<file path="src/rtl/bp_common_pkg.sv">
// rtl/bp_common_pkg.sv - shared types for the accelerator-complex edge gate
package bp_common_pkg;

  typedef enum logic [1:0] {
    e_open   = 2'd0,
    e_drain  = 2'd1,
    e_closed = 2'd2
  } bp_cac_gate_state_e;

endpackage

</file>
<file path="src/rtl/bp_cac_edge_lane.sv">
// rtl/bp_cac_edge_lane.sv - one gated lane: 2-entry FIFO plus wormhole packet tracker
module bp_cac_edge_lane #(
  parameter int flit_width_p = 64,
  parameter int len_width_p  = 4,
  parameter int len_offset_p = 0
) (
  input  logic                    clk_i,
  input  logic                    reset_n_i,
  input  logic                    gate_i,
  input  logic                    discard_i,
  input  logic                    in_v_i,
  input  logic [flit_width_p-1:0] in_data_i,
  output logic                    in_ready_and_o,
  output logic                    out_v_o,
  output logic [flit_width_p-1:0] out_data_o,
  input  logic                    out_ready_and_i,
  output logic                    idle_o,
  output logic                    empty_o,
  output logic                    hdr_drop_o
);

  logic [flit_width_p-1:0] mem_q [2];
  logic [flit_width_p-1:0] mem_d [2];
  logic                    wr_ptr_q, wr_ptr_d;
  logic                    rd_ptr_q, rd_ptr_d;
  logic [1:0]              count_q, count_d;
  logic [len_width_p-1:0]  rem_q, rem_d;
  logic                    full, accept, enq, deq;

  // Handshakes, FIFO bookkeeping and body-flit countdown; while discarding, accepted flits bypass the FIFO.
  always_comb begin
    full           = (count_q == 2'd2);
    empty_o        = (count_q == 2'd0);
    idle_o         = (rem_q == '0);
    // An idle tracker only admits a new header while the gate is open; a busy one always finishes its packet.
    in_ready_and_o = discard_i | (~full & (gate_i | ~idle_o));
    accept         = in_v_i & in_ready_and_o;
    enq            = accept & ~discard_i;
    deq            = ~empty_o & out_ready_and_i;
    out_v_o        = ~empty_o;
    out_data_o     = mem_q[rd_ptr_q];
    hdr_drop_o     = accept & discard_i & idle_o;

    mem_d = mem_q;
    if (enq) mem_d[wr_ptr_q] = in_data_i;
    wr_ptr_d = wr_ptr_q ^ enq;
    rd_ptr_d = rd_ptr_q ^ deq;
    count_d  = count_q + 2'(enq) - 2'(deq);

    rem_d = rem_q;
    if (accept) begin
      if (idle_o) rem_d = in_data_i[len_offset_p +: len_width_p];
      else        rem_d = rem_q - len_width_p'(1);
    end
  end

  // Lane state register; reset drops any partial packet.
  always_ff @(posedge clk_i or negedge reset_n_i) begin
    if (!reset_n_i) begin
      mem_q[0] <= '0;
      mem_q[1] <= '0;
      wr_ptr_q <= 1'b0;
      rd_ptr_q <= 1'b0;
      count_q  <= 2'd0;
      rem_q    <= '0;
    end else begin
      mem_q    <= mem_d;
      wr_ptr_q <= wr_ptr_d;
      rd_ptr_q <= rd_ptr_d;
      count_q  <= count_d;
      rem_q    <= rem_d;
    end
  end

endmodule

</file>
<file path="src/rtl/bp_cac_edge_gate.sv">
// rtl/bp_cac_edge_gate.sv - packet-aware mesh/accelerator isolation gate; BP_CAC_EDGE_GATE_DROP_CNT_EN enables the drop counter
module bp_cac_edge_gate
  import bp_common_pkg::*;
#(
  parameter int nets_p       = 3,
  parameter int rows_p       = 1,
  parameter int flit_width_p = 64,
  parameter int len_width_p  = 4,
  parameter int len_offset_p = 0,
  parameter int cnt_width_p  = 16,
  localparam int ral_lp      = flit_width_p + 2,
  localparam int lanes_lp    = nets_p * rows_p
) (
  input  logic                         coh_clk_i,
  input  logic                         coh_reset_n_i,
  input  logic                         isolate_i,
  input  logic [lanes_lp*ral_lp-1:0]   mesh_link_i,
  output logic [lanes_lp*ral_lp-1:0]   mesh_link_o,
  input  logic [lanes_lp*ral_lp-1:0]   accel_link_i,
  output logic [lanes_lp*ral_lp-1:0]   accel_link_o,
  output logic [1:0]                   state_o,
  output logic [cnt_width_p-1:0]       drop_count_o
);

  bp_cac_gate_state_e state_q, state_d;
  logic               alive_q, alive_d;
  logic               gate, discard, all_idle, all_empty;

  logic [lanes_lp-1:0] m2a_in_ready, m2a_out_v, m2a_idle, m2a_empty, m2a_hdr_drop;
  logic [lanes_lp-1:0] a2m_in_ready, a2m_out_v, a2m_idle, a2m_empty, a2m_hdr_drop;
  logic [flit_width_p-1:0] m2a_out_data [lanes_lp];
  logic [flit_width_p-1:0] a2m_out_data [lanes_lp];

  for (genvar l = 0; l < lanes_lp; l++) begin : g_lane
    localparam int base_lp = l * ral_lp;

    bp_cac_edge_lane #(
      .flit_width_p(flit_width_p), .len_width_p(len_width_p), .len_offset_p(len_offset_p)
    ) m2a (
      .clk_i(coh_clk_i), .reset_n_i(coh_reset_n_i), .gate_i(gate), .discard_i(discard),
      .in_v_i(mesh_link_i[base_lp+ral_lp-1]), .in_data_i(mesh_link_i[base_lp+1 +: flit_width_p]),
      .in_ready_and_o(m2a_in_ready[l]),
      .out_v_o(m2a_out_v[l]), .out_data_o(m2a_out_data[l]), .out_ready_and_i(accel_link_i[base_lp]),
      .idle_o(m2a_idle[l]), .empty_o(m2a_empty[l]), .hdr_drop_o(m2a_hdr_drop[l])
    );

    // Accelerators are never discarded, only back-pressured while closed.
    bp_cac_edge_lane #(
      .flit_width_p(flit_width_p), .len_width_p(len_width_p), .len_offset_p(len_offset_p)
    ) a2m (
      .clk_i(coh_clk_i), .reset_n_i(coh_reset_n_i), .gate_i(gate), .discard_i(1'b0),
      .in_v_i(accel_link_i[base_lp+ral_lp-1]), .in_data_i(accel_link_i[base_lp+1 +: flit_width_p]),
      .in_ready_and_o(a2m_in_ready[l]),
      .out_v_o(a2m_out_v[l]), .out_data_o(a2m_out_data[l]), .out_ready_and_i(mesh_link_i[base_lp]),
      .idle_o(a2m_idle[l]), .empty_o(a2m_empty[l]), .hdr_drop_o(a2m_hdr_drop[l])
    );

    assign mesh_link_o[base_lp +: ral_lp]  = {a2m_out_v[l], a2m_out_data[l], m2a_in_ready[l]};
    assign accel_link_o[base_lp +: ral_lp] = {m2a_out_v[l], m2a_out_data[l], a2m_in_ready[l]};
  end

  // Gate FSM: drain whole packets before closing, and reopen only between discarded packets.
  always_comb begin
    all_idle  = (&m2a_idle) & (&a2m_idle);
    all_empty = (&m2a_empty) & (&a2m_empty);
    state_d   = state_q;
    alive_d   = 1'b1;
    unique case (state_q)
      e_open:   if (isolate_i) state_d = e_drain;
      e_drain: begin
        if (!isolate_i)                 state_d = e_open;
        else if (all_idle && all_empty) state_d = e_closed;
      end
      e_closed: if (!isolate_i && all_idle) state_d = e_open;
      default:  state_d = e_closed;
    endcase
    gate    = (state_q == e_open);
    // Discard (and its ready_and=1) waits one cycle out of reset so links stay quiet during reset.
    discard = (state_q == e_closed) & alive_q;
  end

  // Gate state register.
  always_ff @(posedge coh_clk_i or negedge coh_reset_n_i) begin
    if (!coh_reset_n_i) begin
      state_q <= e_closed;
      alive_q <= 1'b0;
    end else begin
      state_q <= state_d;
      alive_q <= alive_d;
    end
  end

  assign state_o = state_q;

`ifdef BP_CAC_EDGE_GATE_DROP_CNT_EN
  logic [cnt_width_p-1:0] drop_cnt_q, drop_cnt_d;
  logic                   unused_hdr_drop;

  // Count every discarded header across lanes, saturating at all-ones.
  always_comb begin
    drop_cnt_d = drop_cnt_q;
    for (int i = 0; i < lanes_lp; i++) begin
      if (m2a_hdr_drop[i] && (drop_cnt_d != '1)) drop_cnt_d = drop_cnt_d + cnt_width_p'(1);
    end
  end

  // Drop counter register.
  always_ff @(posedge coh_clk_i or negedge coh_reset_n_i) begin
    if (!coh_reset_n_i) drop_cnt_q <= '0;
    else                drop_cnt_q <= drop_cnt_d;
  end

  assign drop_count_o    = drop_cnt_q;
  assign unused_hdr_drop = |a2m_hdr_drop;
`else
  logic unused_hdr_drop;
  assign drop_count_o    = '0;
  assign unused_hdr_drop = |{a2m_hdr_drop, m2a_hdr_drop};
`endif

endmodule

</file>
<file path="config.mk">
export PLATFORM = sky130hd
export DESIGN_NAME = bp_cac_edge_gate
export DESIGN_NICKNAME = d
export VERILOG_FILES = /design/src/rtl/bp_common_pkg.sv /design/src/rtl/bp_cac_edge_lane.sv /design/src/rtl/bp_cac_edge_gate.sv
export SDC_FILE = /design/constraint.sdc
export NUM_CORES = 1
export LEC_CHECK = 0
export BUFFER_PORTS_ARGS = -buffer_cell sky130_fd_sc_hd__buf_2
export CORE_ASPECT_RATIO = 0.75
export CORE_MARGIN = 2
export CORE_UTILIZATION = 30
export CTS_BUF_LIST = sky130_fd_sc_hd__clkbuf_8 sky130_fd_sc_hd__clkbuf_16
export DETAILED_ROUTE_END_ITERATION = 8
export GPL_TIMING_DRIVEN = 1
export PLACE_DENSITY = 0.59
export SYNTH_ARGS = -nofsm -noshare
export SYNTH_HDL_FRONTEND = slang
export SYNTH_SLANG_ARGS = --single-unit
</file>
<file path="constraint.sdc">
create_clock -name coh_clk_i -period 6.2 [get_ports coh_clk_i]
set_clock_uncertainty 0.15 [all_clocks]
set_input_delay 0.93 -clock coh_clk_i [delete_from_list [all_inputs] [get_ports coh_clk_i]]
set_output_delay 0.93 -clock coh_clk_i [all_outputs]
set_load 0.05 [all_outputs]
</file>
==> report_table.html, run 1 <==
<table>
<tr><th>Metric</th><th>Value</th></tr>
<tr><th colspan="2">Finish</th></tr>
<tr><td># fillers</td><td>11,350</td></tr>
<tr><td>Area delta synth-&gt;final</td><td>24.11%</td></tr>
<tr><td>Fraction of layout cells with a size suffix above 1</td><td>66.59%</td></tr>
<tr><td>Net count, final</td><td>3,606</td></tr>
<tr><td>Most common cell after layout, fill and taps aside</td><td>mux2_2</td></tr>
<tr><td>Top library cells by usage in the layout, fill and taps aside</td><td>mux2_2 (1,153), dfrtp_1 (812), buf_2 (795)</td></tr>
<tr><td>Cell Count, Final, Fillers Out</td><td>4,808</td></tr>
<tr><th colspan="2">Clock tree</th></tr>
<tr><td>Number of instances resized during post-cts repair</td><td>0</td></tr>
<tr><td>Clock root buffer master</td><td>clkbuf_16</td></tr>
<tr><td>Clock tree from TritonCTS</td><td>yes</td></tr>
<tr><td>Total number of clock tree sinks</td><td>819</td></tr>
<tr><td>Number of buffers added to fix hold violations after cts</td><td>0</td></tr>
<tr><td>Setup Buffers After CTS</td><td>0</td></tr>
<tr><td>Buffers from clock root to sink, at most</td><td>3</td></tr>
<tr><td>Number of buffers created by CTS</td><td>87</td></tr>
<tr><td>CTS H-Tree Depth</td><td>3</td></tr>
<tr><td>Worst-skew pair later-pin latency</td><td>0.66 ns</td></tr>
<tr><td>Clk pin slew, worst setup/hold paths</td><td>0.06 ns</td></tr>
<tr><th colspan="2">Timing</th></tr>
<tr><td>Setup repair after global routing missed its margin</td><td>false</td></tr>
<tr><td>Worst slew margin relative to its limit</td><td>22.39%</td></tr>
<tr><td>Setup TNS after final layout</td><td>0 ns</td></tr>
<tr><td>Total count of max-transition violations in the final report</td><td>0</td></tr>
<tr><td>Number of endpoints failing setup at the final stage</td><td>0</td></tr>
<tr><td>Fmax achieved</td><td>249.5 MHz</td></tr>
<tr><td>Crit path time final</td><td>4.009 ns</td></tr>
<tr><td>Share of the cycle needed by the critical path after routing</td><td>64.66%</td></tr>
<tr><td>Transition at the pin with the smallest max-transition slack</td><td>1.164 ns</td></tr>
<tr><td>Hold Violations, Final</td><td>0</td></tr>
<tr><th colspan="2">Route</th></tr>
<tr><td>Routed length per placed instance</td><td>20.25 µm</td></tr>
<tr><td>Final routed wirelength across all metal layers</td><td>97,370 µm</td></tr>
<tr><td>Post-DRT Antenna Nets</td><td>0</td></tr>
<tr><td>Post-route DRC violation count</td><td>0</td></tr>
<tr><td>Iteration-0 DRC count of the detailed router</td><td>794</td></tr>
<tr><td>Vias after detailed routing</td><td>22,020</td></tr>
<tr><td>Post-DR vias/cell</td><td>4.581</td></tr>
<tr><td>First-pass detailed-route iteration total</td><td>4</td></tr>
<tr><th colspan="2">Critical path</th></tr>
<tr><td>Source of the worst register-to-register timing path</td><td>g_lane[2].m2a.rem_q[0]</td></tr>
<tr><td>Crit. End Element</td><td>primary output</td></tr>
<tr><td>Element type at the critical path start</td><td>flop</td></tr>
<tr><td>Req. time, crit path</td><td>5.12 ns</td></tr>
<tr><td>Endpoint of the most critical register-to-register path</td><td>g_lane[2].m2a.mem_q[5]</td></tr>
<tr><td>Startpoint of the most critical setup path</td><td>g_lane[0].m2a.rd_ptr_q</td></tr>
<tr><td>Arrival time worst endpoint</td><td>2.93 ns</td></tr>
<tr><td>Worst Setup EP</td><td>accel_link_o[1]</td></tr>
<tr><td>CP Class</td><td>flop to primary output</td></tr>
<tr><td>Setup slack, reg-to-reg</td><td>2.40 ns</td></tr>
<tr><td>Top fanout value on the critical path</td><td>38</td></tr>
<tr><td>Worst-case reg-to-reg path depth</td><td>9</td></tr>
<tr><th colspan="2">Yosys</th></tr>
<tr><td>Synthesis-stage register bit count</td><td>819</td></tr>
<tr><td>Syn avg cell area</td><td>15.04 µm²</td></tr>
<tr><td>Top flip-flop cell by instance count after synthesis</td><td>dfrtp_1</td></tr>
<tr><td>Leading post-synthesis cells by cell area</td><td>dfrtp_1 (57%), mux2_2 (36%), clkbuf_1 (1.3%)</td></tr>
<tr><td>Combined area of all synthesized cells</td><td>35,970 µm²</td></tr>
<tr><td>Number of warnings printed during yosys synthesis</td><td>0</td></tr>
<tr><td>Post-synth EDFFs</td><td>0</td></tr>
<tr><td>Post-synthesis sequential area ratio</td><td>56.98%</td></tr>
<tr><td>Count of unique library cells instantiated by Yosys</td><td>55</td></tr>
<tr><td>Fraction of synthesis flops using an asynchronous set or reset pin</td><td>100.0%</td></tr>
<tr><td>Library cell with the largest summed area after synthesis</td><td>dfrtp_1</td></tr>
<tr><td>Post-synthesis cell count</td><td>2,392</td></tr>
<tr><td>Area share of the leading cell type in the synthesized netlist</td><td>56.90%</td></tr>
<tr><th colspan="2">Place</th></tr>
<tr><td>Detailed Place HPWL</td><td>69,910 µm</td></tr>
<tr><td>Final RePlAce weighted congestion</td><td>0.7939</td></tr>
<tr><td>IO buf count</td><td>796</td></tr>
<tr><td>Cells after DPL</td><td>4,637</td></tr>
<tr><th colspan="2">Floorplan</th></tr>
<tr><td>Placeable core region</td><td>118,400 µm²</td></tr>
<tr><td>X dimension of the die</td><td>403.8 µm</td></tr>
<tr><td>Floorplan row count</td><td>109</td></tr>
<tr><td>Chip Height</td><td>303.9 µm</td></tr>
<tr><td>Starting Density</td><td>30.39%</td></tr>
<tr><td>Die footprint</td><td>122,700 µm²</td></tr>
<tr><td>I/O pin total</td><td>813</td></tr>
<tr><th colspan="2">Global routing</th></tr>
<tr><td>GRT Overall Usage</td><td>15.46%</td></tr>
<tr><td>Initial antenna violation count</td><td>36</td></tr>
<tr><td>Maximum number of pins on one net before global-route repair</td><td>153</td></tr>
<tr><td>Global-route wire length before repair</td><td>146,900 µm</td></tr>
<tr><td>Vias in the first global route</td><td>23,170</td></tr>
<tr><td>Remaining Overflow, GRT</td><td>0</td></tr>
<tr><th colspan="2">Worst hold path</th></tr>
<tr><td>Hold crit path type</td><td>primary input to async pin</td></tr>
<tr><th colspan="2">Job</th></tr>
<tr><td>Max Cap Viol</td><td>0</td></tr>
<tr><th colspan="2">Status</th></tr>
<tr><td>Status</td><td>finished, final reports clean</td></tr>
</table>
state kept, by name (all words and copies together), names as in the netlist:
signal and flops:
g_lane.a2m.mem_q 384, alive_q 1, g_lane.m2a.mem_q 384, g_lane.m2a.rd_ptr_q 3
g_lane.m2a.wr_ptr_q 3, g_lane.m2a.rem_q 12, g_lane.a2m.rd_ptr_q 3, g_lane.m2a.count_q 6
g_lane.a2m.count_q 6, state_o 2, g_lane.a2m.wr_ptr_q 3, g_lane.a2m.rem_q 12
final cells by class:
class | count | area (µm²) | share of cell area (%)
tap | 1554 | 1944 | 4.355
sequential | 819 | 20500 | 45.93
antenna | 15 | 37.54 | 0.08408
inverter | 43 | 161.4 | 0.3615
clock buffer | 112 | 2532 | 5.672
multi-input combinational | 1389 | 14740 | 33.02
clock inverter | 44 | 421.7 | 0.9445
timing repair buffer | 832 | 4302 | 9.635
worst max-delay path, stage by stage, from the launching register on:
cell and delay (ns):
dfrtp_2 1.00, buf_4 0.51, mux2_2 0.48, buf_2 0.25
worst min-delay path by stage:
stage                                         from                       end  slack [ns]
after floorplan           g_lane[0].m2a.count_q[1]  g_lane[0].m2a.count_q[1]        0.30
after global placement    g_lane[0].m2a.count_q[1]  g_lane[0].m2a.count_q[1]        0.32
after detailed placement  g_lane[0].m2a.count_q[1]  g_lane[0].m2a.count_q[1]        0.32
after CTS                            coh_reset_n_i   g_lane[0].m2a.mem_q[89]        0.16
after global routing                 coh_reset_n_i   g_lane[0].m2a.mem_q[25]        0.19
final                                coh_reset_n_i   g_lane[0].m2a.mem_q[33]        0.17
synth_stat cells, drive strengths merged, types with 4 or more instances:
cell type / count
a22oi: 4
or2: 8
mux2: 1153
nor3: 4
a21oi: 21
xor2: 6
buf: 29
and2: 8
clkbuf: 127
nor2: 23
nor2b: 5
ha: 35
dfrtp: 818
nand2: 16
inv: 43
o22a: 4
o21ai: 17
xnor2: 12
o211ai: 4
nor3b: 6
per-layer routing:
| layer | part of all wire, % | wire (µm) | up-vias | global-route usage [%] |
|---|---|---|---|---|
| met5 | 0.23 | 223 | - | 0 |
| met4 | 2.5 | 2424 | 36 | 4.721 |
| met3 | 7.5 | 7271 | 175 | 5.429 |
| met2 | 47 | 45560 | 559 | 24.79 |
| met1 | 43 | 41900 | 11120 | 19.52 |
| li1 | - | - | 10130 | - |
through the flow:
stage | setup WS [ns] | area (µm²) | hold slack, ns | utilization (%)
after floorplan | 3.045 | 36030 | 0.3013 | -
after global placement | 2.439 | 41650 | 0.3153 | 35.19
after detailed placement | 2.335 | 41650 | 0.3235 | 35.19
after CTS | 2.045 | 44610 | 0.1582 | 37.68
after global routing | 2.001 | 44620 | 0.1935 | 37.70
final | 2.191 | 44650 | 0.1731 | 37.71
kinds of logic (layout without fill, tap and decap cells):
family	after synthesis	count (layout)	synth area share, %
AO/OA/AOI/OAI	77	77	1.405
XOR/XNOR	18	18	0.4383
adder cells (fa/ha/maj)	35	35	1.217
buffers and inverters	199	1031	2.390
flip-flops	819	819	56.98
multiplexers	1156	1156	36.18
other	2	32	0.02088
AND/OR/NAND/NOR	86	86	1.374
Power of run 1 is left out: the tool's default activity adds up to more than one toggle a clock period on the data nets, which glitch-free logic cannot reach.
==> inputs of run 2 (changes only) <==
Settings changed: ABC_AREA set to 1, PLACE_DENSITY 0.59 to 0.61.
Clock period 6.2 ns to 3.29 ns, I/O delays scaled along.
==> run 2 against run 1 <==
First-iteration DRC count is 130% higher. Final cell count increased by 34%. Sequential share of layout area down 3.8 points. Critical path type unchanged. Register-to-register slack worse by 2.0 ns. Synthesized cell count is 54% higher. Worst hold slack got worse by 0.11 ns. Cell area is 9.1% higher. Non-clock buffer count is 430 higher.
==> report_table.html, run 2 <==
<table>
<tr><th>Metric</th><th>Value</th></tr>
<tr><th colspan="2">Status</th></tr>
<tr><td>Status</td><td>finished, final reports clean</td></tr>
<tr><th colspan="2">Timing</th></tr>
<tr><td>Transition at the pin with the smallest max-transition slack</td><td>0.6703 ns</td></tr>
<tr><td>Hold Violations, Final</td><td>0</td></tr>
<tr><td>Setup TNS after final layout</td><td>0 ns</td></tr>
<tr><td>Share of the cycle needed by the critical path after routing</td><td>91.89%</td></tr>
<tr><td>Setup repair after global routing missed its margin</td><td>false</td></tr>
<tr><td>Total count of max-transition violations in the final report</td><td>0</td></tr>
<tr><td>Fmax achieved</td><td>330.8 MHz</td></tr>
<tr><td>Worst slew margin relative to its limit</td><td>55.31%</td></tr>
<tr><td>Crit path time final</td><td>3.023 ns</td></tr>
<tr><td>Number of endpoints failing setup at the final stage</td><td>0</td></tr>
<tr><th colspan="2">Clock tree</th></tr>
<tr><td>Number of buffers created by CTS</td><td>88</td></tr>
<tr><td>Clock root buffer master</td><td>clkbuf_16</td></tr>
<tr><td>Clock tree from TritonCTS</td><td>yes</td></tr>
<tr><td>Number of instances resized during post-cts repair</td><td>0</td></tr>
<tr><td>Worst-skew pair later-pin latency</td><td>0.68 ns</td></tr>
<tr><td>CTS H-Tree Depth</td><td>3</td></tr>
<tr><td>Total number of clock tree sinks</td><td>819</td></tr>
<tr><td>Clk pin slew, worst setup/hold paths</td><td>0.06 ns</td></tr>
<tr><td>Buffers from clock root to sink, at most</td><td>3</td></tr>
<tr><th colspan="2">Place</th></tr>
<tr><td>Final RePlAce weighted congestion</td><td>0.8194</td></tr>
<tr><td>Detailed Place HPWL</td><td>71,810 µm</td></tr>
<tr><td>IO buf count</td><td>796</td></tr>
<tr><th colspan="2">Yosys</th></tr>
<tr><td>Count of unique library cells instantiated by Yosys</td><td>35</td></tr>
<tr><td>Synthesis-stage register bit count</td><td>819</td></tr>
<tr><td>Number of warnings printed during yosys synthesis</td><td>0</td></tr>
<tr><td>Fraction of synthesis flops using an asynchronous set or reset pin</td><td>100.0%</td></tr>
<tr><td>Syn avg cell area</td><td>9.758 µm²</td></tr>
<tr><td>Top flip-flop cell by instance count after synthesis</td><td>dfrtp_1</td></tr>
<tr><td>Top cells by count, synth</td><td>nand2_1 (832), dfrtp_1 (818), o21ai_0 (807)</td></tr>
<tr><td>Area share of the leading cell type in the synthesized netlist</td><td>57.02%</td></tr>
<tr><td>Most used standard cell by instance count after synthesis</td><td>nand2_1</td></tr>
<tr><td>Combined area of all synthesized cells</td><td>35,900 µm²</td></tr>
<tr><td>Library cell with the largest summed area after synthesis</td><td>dfrtp_1</td></tr>
<tr><td>Post-synthesis cell count</td><td>3,679</td></tr>
<tr><td>Post-synth EDFFs</td><td>0</td></tr>
<tr><td>Leading post-synthesis cells by cell area</td><td>dfrtp_1 (57%), mux2_2 (12%), o21ai_0 (11%)</td></tr>
<tr><td>Post-synthesis sequential area ratio</td><td>57.09%</td></tr>
<tr><th colspan="2">Finish</th></tr>
<tr><td>Fraction of layout cells with a size suffix above 1</td><td>29.27%</td></tr>
<tr><td>Area delta synth-&gt;final</td><td>35.69%</td></tr>
<tr><td>Most common cell after layout, fill and taps aside</td><td>nand2_1</td></tr>
<tr><td># fillers</td><td>11,340</td></tr>
<tr><td>Top library cells by usage in the layout, fill and taps aside</td><td>nand2_1 (832), dfrtp_1 (812), o21ai_0 (807)</td></tr>
<tr><td>Net count, final</td><td>5,242</td></tr>
<tr><td>Top flop regs</td><td>g_lane.a2m.mem_q: 384 flops, g_lane.m2a.mem_q: 384 flops</td></tr>
<tr><th colspan="2">Route</th></tr>
<tr><td>First-pass detailed-route iteration total</td><td>6</td></tr>
<tr><td>Post-DR vias/cell</td><td>4.485</td></tr>
<tr><td>Post-DRT Antenna Nets</td><td>0</td></tr>
<tr><td>Final routed wirelength across all metal layers</td><td>103,700 µm</td></tr>
<tr><td>Post-route DRC violation count</td><td>0</td></tr>
<tr><td>Routed length per placed instance</td><td>16.09 µm</td></tr>
<tr><td>Iteration-0 DRC count of the detailed router</td><td>1,845</td></tr>
<tr><td>Vias after detailed routing</td><td>28,900</td></tr>
<tr><th colspan="2">Floorplan</th></tr>
<tr><td>Floorplan row count</td><td>109</td></tr>
<tr><td>X dimension of the die</td><td>403.4 µm</td></tr>
<tr><td>Chip Height</td><td>303.6 µm</td></tr>
<tr><td>I/O pin total</td><td>813</td></tr>
<tr><td>Starting Density</td><td>30.36%</td></tr>
<tr><td>Placeable core region</td><td>118,200 µm²</td></tr>
<tr><td>Die footprint</td><td>122,500 µm²</td></tr>
<tr><th colspan="2">Critical path</th></tr>
<tr><td>Req. time, crit path</td><td>2.65 ns</td></tr>
<tr><td>Top fanout value on the critical path</td><td>70</td></tr>
<tr><td>Setup slack, reg-to-reg</td><td>0.44 ns</td></tr>
<tr><td>Arrival time worst endpoint</td><td>2.38 ns</td></tr>
<tr><td>CP Class</td><td>flop to primary output</td></tr>
<tr><td>Crit. End Element</td><td>primary output</td></tr>
<tr><td>Endpoint of the most critical register-to-register path</td><td>g_lane[0].m2a.mem_q[46]</td></tr>
<tr><td>Worst-case reg-to-reg path depth</td><td>9</td></tr>
<tr><td>Element type at the critical path start</td><td>flop</td></tr>
<tr><td>Startpoint of the most critical setup path</td><td>g_lane[1].a2m.rd_ptr_q</td></tr>
<tr><td>Source of the worst register-to-register timing path</td><td>state_o[1]</td></tr>
<tr><th colspan="2">Global routing</th></tr>
<tr><td>Maximum number of pins on one net before global-route repair</td><td>129</td></tr>
<tr><td>GRT Overall Usage</td><td>16.28%</td></tr>
<tr><td>Initial antenna violation count</td><td>15</td></tr>
<tr><td>Remaining Overflow, GRT</td><td>0</td></tr>
<tr><td>Global-route wire length before repair</td><td>159,100 µm</td></tr>
<tr><td>Vias in the first global route</td><td>28,780</td></tr>
<tr><th colspan="2">Worst hold path</th></tr>
<tr><td>Origin of the worst min-delay path</td><td>mesh_link_i[67]</td></tr>
<tr><td>Endpoint of the worst hold path</td><td>g_lane[1].m2a.mem_q[64]</td></tr>
<tr><td>Min-Delay Path Depth</td><td>3</td></tr>
<tr><td>Hold crit path type</td><td>primary input to flop</td></tr>
<tr><th colspan="2">Job</th></tr>
<tr><td>Max Cap Viol</td><td>0</td></tr>
</table>
-- run 2: cell count changes in the layout (fill, tap and decap cells not counted), moves of 17 or more --
cell / delta
inv_1: +417
dlygate4sd3_1: +394
o21ai_0: +791
nand2_1: +816
mux2_2: -771
a21oi_1: -17
buf_12: +30
-- run 2: layer usage --
metal	part of all wire, %	vias to the layer above	track usage (%)	wire length, µm
met3	6.6	204	4.935	6880
met1	43	13940	20.41	44570
met5	0.036	-	0	37
met2	47	703	26.59	48790
li1	-	14050	-	-
met4	3.3	6	5.912	3449
-- run 2: repair_timing --
item                                    4_1_cts  5_1_grt
buffers inserted                              0        2
hold buffers                                394        0
hold endpoints to repair                    824        0
endpoints found under the setup margin        0       13
-- run 2: final cells by class --
cell class                      count  area (µm²)  area share [%]
Antenna cell                       12       30.03         0.06164
Clock buffer                      104        2434           4.996
Multi-Input combinational cell   2173       12720           26.10
Clock inverter                     57       437.9          0.8990
Timing Repair Buffer             1262        8891           18.25
Tap cell                         1554        1944           3.991
Inverter                          464        1742           3.575
Sequential cell                   819       20520           42.12
-- run 2: critical path, cell delays in order (launching register included) --
cell and delay [ns]:
dfrtp_4 0.81, buf_12 0.35, nand2_1 0.09, o21ai_0 0.10, buf_2 0.32
-- run 2: worst max path at each step --
stage	endpoint	slack (ns)	depth (start not counted)
6_report	mesh_link_o[72]	0.27	4
5_1_grt	accel_link_o[157]	0.08	4
4_1_cts	accel_link_o[157]	0.03	4
3_5_place_dp	g_lane[0].m2a.mem_q[46]	0.41	9
3_3_place_gp	g_lane[0].m2a.mem_q[52]	0.44	9
2_1_floorplan	g_lane[1].m2a.mem_q[10]	0.69	10
-- run 2: cells by family (layout without fill, tap and decap cells) --
| logic type | Yosys count | after routing | synth area share, % |
|---|---|---|---|
| AND/OR/NAND/NOR | 883 | 883 | 9.452 |
| AO/OA/AOI/OAI | 835 | 835 | 11.80 |
| flip-flops | 819 | 819 | 57.09 |
| buffers and inverters | 702 | 1887 | 7.925 |
| multiplexers | 382 | 382 | 11.98 |
| adder cells (fa/ha/maj) | 35 | 35 | 1.220 |
| XOR/XNOR | 21 | 21 | 0.5123 |
| other | 2 | 29 | 0.02092 |
-- run 2: per-stage QoR --
step | area [µm²] | setup WS, ns | hold WS (ns) | utilization, % | std cells
6_report | 48710 | 0.2667 | 0.06757 | 41.20 | 6445
5_1_grt | 48710 | 0.07922 | 0.04499 | 41.19 | 6443
4_1_cts | 48640 | 0.02866 | 0.001369 | 41.14 | 6431
3_5_place_dp | 41830 | 0.4058 | 0.3242 | 35.37 | 5876
3_3_place_gp | 41830 | 0.4406 | 0.3227 | 35.37 | 5876
2_1_floorplan | 35960 | 0.6935 | 0.04791 | - | 3694
Power of run 2 is left out for the same reason.
